[src/rtl/fifo_rd_ctrl.sv]
// Read-side controller of the P2 async FIFO: read pointer, write-pointer sync, empty and output port.
// Optional macro FIFO_RD_LEVEL_EN adds a registered rd_level occupancy output.
module fifo_rd_ctrl #(
  parameter int unsigned ADDR_W = 4,
  parameter int unsigned DATA_W = 8
) (
  input  logic              clk_in,
  input  logic              reset_n,
  input  logic [ADDR_W:0]   wr_ptr_gray_in,
  output logic [ADDR_W:0]   rd_ptr_gray_out,
  output logic              mem_rd_en,
  output logic [ADDR_W-1:0] mem_rd_addr,
  input  logic [DATA_W-1:0] mem_rd_data,
  output logic [DATA_W-1:0] dout,
  output logic              dout_valid,
  input  logic              dout_ready,
  output logic              empty
`ifdef FIFO_RD_LEVEL_EN
  ,
  output logic [ADDR_W:0]   rd_level
`endif
);

  typedef enum logic [1:0] {
    StIdle  = 2'd0,
    StFetch = 2'd1,
    StHold  = 2'd2
  } state_e;

  state_e              state_q;
  logic [ADDR_W:0]     sync1_q, sync2_q;
  logic [ADDR_W:0]     rd_ptr_bin_q, rd_ptr_gray_q;
  logic [ADDR_W:0]     ptr_next;
  logic [DATA_W-1:0]   dout_q;
  logic                dout_valid_q;

  assign empty           = (sync2_q == rd_ptr_gray_q);
  assign ptr_next        = rd_ptr_bin_q + {{ADDR_W{1'b0}}, 1'b1};
  assign rd_ptr_gray_out = rd_ptr_gray_q;
  assign mem_rd_addr     = rd_ptr_bin_q[ADDR_W-1:0];
  assign dout            = dout_q;
  assign dout_valid      = dout_valid_q;

  // Gated by reset so the RAM never sees a strobe while the controller is being cleared.
  always_comb begin
    mem_rd_en = 1'b0;
    if (reset_n && !empty) begin
      mem_rd_en = (state_q == StIdle) || ((state_q == StHold) && dout_ready);
    end
  end

  always_ff @(posedge clk_in) begin
    if (!reset_n) begin
      sync1_q       <= '0;
      sync2_q       <= '0;
      rd_ptr_bin_q  <= '0;
      rd_ptr_gray_q <= '0;
      dout_q        <= '0;
      dout_valid_q  <= 1'b0;
      state_q       <= StIdle;
    end else begin
      sync1_q <= wr_ptr_gray_in;
      sync2_q <= sync1_q;
      if (mem_rd_en) begin
        rd_ptr_bin_q  <= ptr_next;
        rd_ptr_gray_q <= ptr_next ^ (ptr_next >> 1);
      end
      case (state_q)
        StIdle: begin
          dout_valid_q <= 1'b0;
          if (mem_rd_en) state_q <= StFetch;
        end
        StFetch: begin
          dout_q       <= mem_rd_data;
          dout_valid_q <= 1'b1;
          state_q      <= StHold;
        end
        StHold: begin
          if (dout_ready) begin
            dout_valid_q <= 1'b0;
            state_q      <= empty ? StIdle : StFetch;
          end
        end
        default: begin
          dout_valid_q <= 1'b0;
          state_q      <= StIdle;
        end
      endcase
    end
  end

`ifdef FIFO_RD_LEVEL_EN
  function automatic logic [ADDR_W:0] gray2bin(input logic [ADDR_W:0] g);
    logic [ADDR_W:0] b;
    b[ADDR_W] = g[ADDR_W];
    for (int i = int'(ADDR_W) - 1; i >= 0; i--) b[i] = b[i+1] ^ g[i];
    return b;
  endfunction

  logic [ADDR_W:0] rd_level_q;
  assign rd_level = rd_level_q;

  always_ff @(posedge clk_in) begin
    if (!reset_n) rd_level_q <= '0;
    else          rd_level_q <= gray2bin(sync2_q) - rd_ptr_bin_q;
  end
`endif

endmodule

[config.mk]
export PLATFORM = sky130hd
export DESIGN_NAME = fifo_rd_ctrl
export DESIGN_NICKNAME = d
export VERILOG_FILES = /design/src/rtl/fifo_rd_ctrl.sv
export SDC_FILE = /design/constraint.sdc
export NUM_CORES = 1
export LEC_CHECK = 0
export BUFFER_PORTS_ARGS = -buffer_cell sky130_fd_sc_hd__buf_2
export CAP_MARGIN = 30
export CORE_UTILIZATION = 50
export CTS_BUF_LIST = sky130_fd_sc_hd__clkbuf_8
export DETAILED_ROUTE_END_ITERATION = 10
export PLACE_DENSITY = 0.78
export SLEW_MARGIN = 15
export SYNTH_ARGS = -nofsm -noshare
export SYNTH_HDL_FRONTEND = slang
export SYNTH_SLANG_ARGS = --single-unit
[constraint.sdc]
create_clock -name clk_in -period 3 [get_ports clk_in]
set_input_delay 0 -clock clk_in [delete_from_list [all_inputs] [get_ports clk_in]]
set_output_delay 0 -clock clk_in [all_outputs]
set_load 0.03 [all_outputs]
==> results.toml <==
[status]
status = "finished, final reports clean"

[synthesis]
synthCells = 132
synthesis.nets = 149
yosysWarnings = 0
syn_area_um2 = 1230
seq_area_frac_synth_pct = 48.8
yosys_register_bits = 30
ys_types = 32
avgSynthCellArea_um2 = 9.33

[timing]
min_period_ns = 1.71
worstMarginPinSlew_ns = 0.625
slew_violations = 0
final-setup-viol-count = 0
clock.fmax_ghz = 0.586
period_share_pct = 56.9
finalHoldViolations = 0
finClkSkew_ns = 0.00946
rsz0062_at_grt = "false"
setup_tns_ns = 0
maxSlewHeadroom_pct = 58.3

[global_route]
grt_pass1_vias = 973
grt-ovfl-total = 0
grt_pass1_wl_um = 4280
grt_max_degree = 22
antenna_found_initial = 0
track_usage_pct = 22.5

[floorplan]
ios = 36
rows = 17
die_h_um = 51.6
start_util_pct = 54.1
die_x_um = 51.6
die_area_um2 = 2660
core-area_um2 = 2280

[placed_design]
placed_cells = 188
dp_hpwl_um = 1730
gp_congestion = 0.753
io_buffer_count = 35

[pwr]
p_switching_uw = 531
comb_power_share_pct = 32.3
cellLeakagePower_uw = 0.000783
finalPower_uw = 1520
seq_power_share_pct = 34.5
clock_power_share_pct = 33.1
intPower_uw = 993
swShare_pct = 34.9
ir_drop_uv = 735
pwr_density_cell_nw_per_um2 = 908

[detailed_routing]
route.detailed.drc = 0
drt_iter0_markers = 24
wl_per_cell_um = 12.8
wl_um = 2660
first_pass_iters = 4
via_per_inst = 5.19
vias = 1080
postRouteAntennaNets = 0

[clock_network]
clk_pin_slew_ns = 0.07
cts_setup_buffers = 0
postCtsHoldBufs = 12
clk_path_buf_depth = 2
cts_sinks = 30
cts.repair.resized = 0
clock_latency_ns = 0.28
cts_made_buffers = 5
htreeDepth = 2
cts_root_buf = "clkbuf_8"
cts_tree = "yes"

[worst_hold_path]
min_path_type = "in -> reg"
hp-start = "mem_rd_data[3]"

[finish]
antenna_cells = 0
area_delta_synth_final_pct = 36.3
instances_no_fill = 208
n_fill_cell = 167
drive_gt1_share_pct = 27.2
final_nets = 196
multi_input_area_um2 = 586
seq_area_um2 = 601

[setup_path]
worst-r2r-cell-count = 4
r2r_slack_ns = 1.48
arrival_ns = 1.71
critPathKind = "reg -> out"
crit_end = "mem_rd_en"
worstSetupStartpointType = "flip-flop"
reg2reg_from = "rd_ptr_bin_q[4]"
cp-end-kind = "output port"
slowest_delay_ns = 0.45
r2r_end = "rd_ptr_bin_q[2]"
slowest_stage = "dfxtp_1"
critPathLaunch = "rd_ptr_bin_q[4]"
cp_max_fo = 8
cp_cell_sequence = "xnor2_1, nand3_2, o21ai_4, inv_1, buf_2"
cp.required_ns = 3.00

[flow_run]
max_cap_viol_count = 0
[routing by layer]
layer	global-route usage (%)	vias to the layer above	wire, um
li1	-	527	-
met5	0	-	0
met4	11.7	0	70
met1	25.0	521	1080
met3	6.73	9	104
met2	38.3	23	1400
[worst min-delay path by stage]
stage	end	slack, ns	cells past startpoint
finish	dout[3]	0.02	3
global route	dout[3]	0.01	3
CTS	dout[3]	0.002	3
detailed placement	sync1_q[1]	0.21	2
global placement	sync1_q[1]	0.21	2
floorplan	sync1_q[0]	0.13	1
[worst max-delay path: cells and delay by family (launching register included)]
kind	cells	cell delay, ns
flops	1	0.45
compound gates	1	0.35
buf+inv	2	0.24
simple gates	1	0.20
xor+xnor	1	0.18
[cell type report]
class                   instances  area share [%]
clock buffers                   6            4.92
multi-input cells              90            34.9
clock inverters                 2            3.58
inverters                       5            1.12
flip-flops and latches         30            35.8
well taps                      28            2.09
repair buffers                 47            17.6
[state kept, by name, summed over array words and instances (netlist names)]
signal           count
rd_ptr_gray_out      4
sync1_q              5
dout                 8
rd_ptr_bin_q         5
sync2_q              5
state_q              2
dout_valid           1
[power by group through the flow]
| stage | registers [uW] | logic (uW) | clock network [uW] |
|---|---|---|---|
| after floorplan | 620 | 271 | 0 |
| after global placement | 526 | 470 | 0 |
| after detailed placement | 533 | 480 | 0 |
| after CTS | 525 | 495 | 510 |
| after global routing | 537 | 531 | 524 |
| final | 526 | 493 | 505 |
[logic make-up after synthesis]
| logic type | Yosys count | synth area share (%) |
|---|---|---|
| AO/OA/AOI/OAI | 20 | 11.3 |
| AND/OR/NAND/NOR | 51 | 20.5 |
| multiplexers | 7 | 5.69 |
| adder cells (fa/ha/maj) | 1 | 1.02 |
| flip-flops | 30 | 48.8 |
| XOR/XNOR | 11 | 9.04 |
| buffers and inverters | 12 | 3.66 |
[layout by cell type, fill, tap and decap left out, drive strengths merged, types with 3 or more instances in the layout]
| master | count |
|---|---|
| and2 | 10 |
| mux2i | 7 |
| nand2 | 27 |
| nand2b | 3 |
| a21oi | 9 |
| dlygate4sd3 | 12 |
| dfxtp | 30 |
| inv | 5 |
| buf | 35 |
| xnor2 | 10 |
| clkbuf | 6 |
[stage by stage]
stage | util [%] | cell area, um2 | worst slack, ns | hold slack, ns
after CTS | 73.7 | 1680 | 1.28 | 0.00229
after global placement | 62.2 | 1420 | 1.60 | 0.205
after floorplan | - | 1230 | 1.38 | 0.127
after global routing | 73.7 | 1680 | 1.20 | 0.0136
final | 73.7 | 1680 | 1.29 | 0.0193
after detailed placement | 62.2 | 1420 | 1.53 | 0.210
[synth_stat cells]
cell       instances  area (um2)
nand2_2            1        6.26
nor4_1             1        6.26
inv_1              5        18.8
o21ai_4            1        16.3
o2111ai_1          1        8.76
o211ai_1           2        15.0
xor2_1             1        8.76
a21bo_2            1        10.0
or3b_1             1        8.76
nand3_1            1        5.00
and3_1             1        6.26
o21ai_0            1        5.00
nor2b_1            2        12.5
o21bai_1           1        7.51
xnor2_1            8        70.1
nand2_1           26        97.6
nor3_1             1        5.00
a211oi_1           1        7.51
o21a_1             1        7.51
a2bb2oi_1          1        8.76
mux2i_1            7        70.1
nand4_1            1        6.26
dfxtp_1           30         601
and2_1            10        62.6
o31ai_1            1        7.51
nand3_2            1        10.0
nor2_1             2        7.51
nand2b_1           3        18.8
ha_1               1        12.5
clkbuf_1           7        26.3
a21oi_1            9        45.0
xnor2_2            2        32.5
Note: power is estimated with default switching activity, not from simulation.
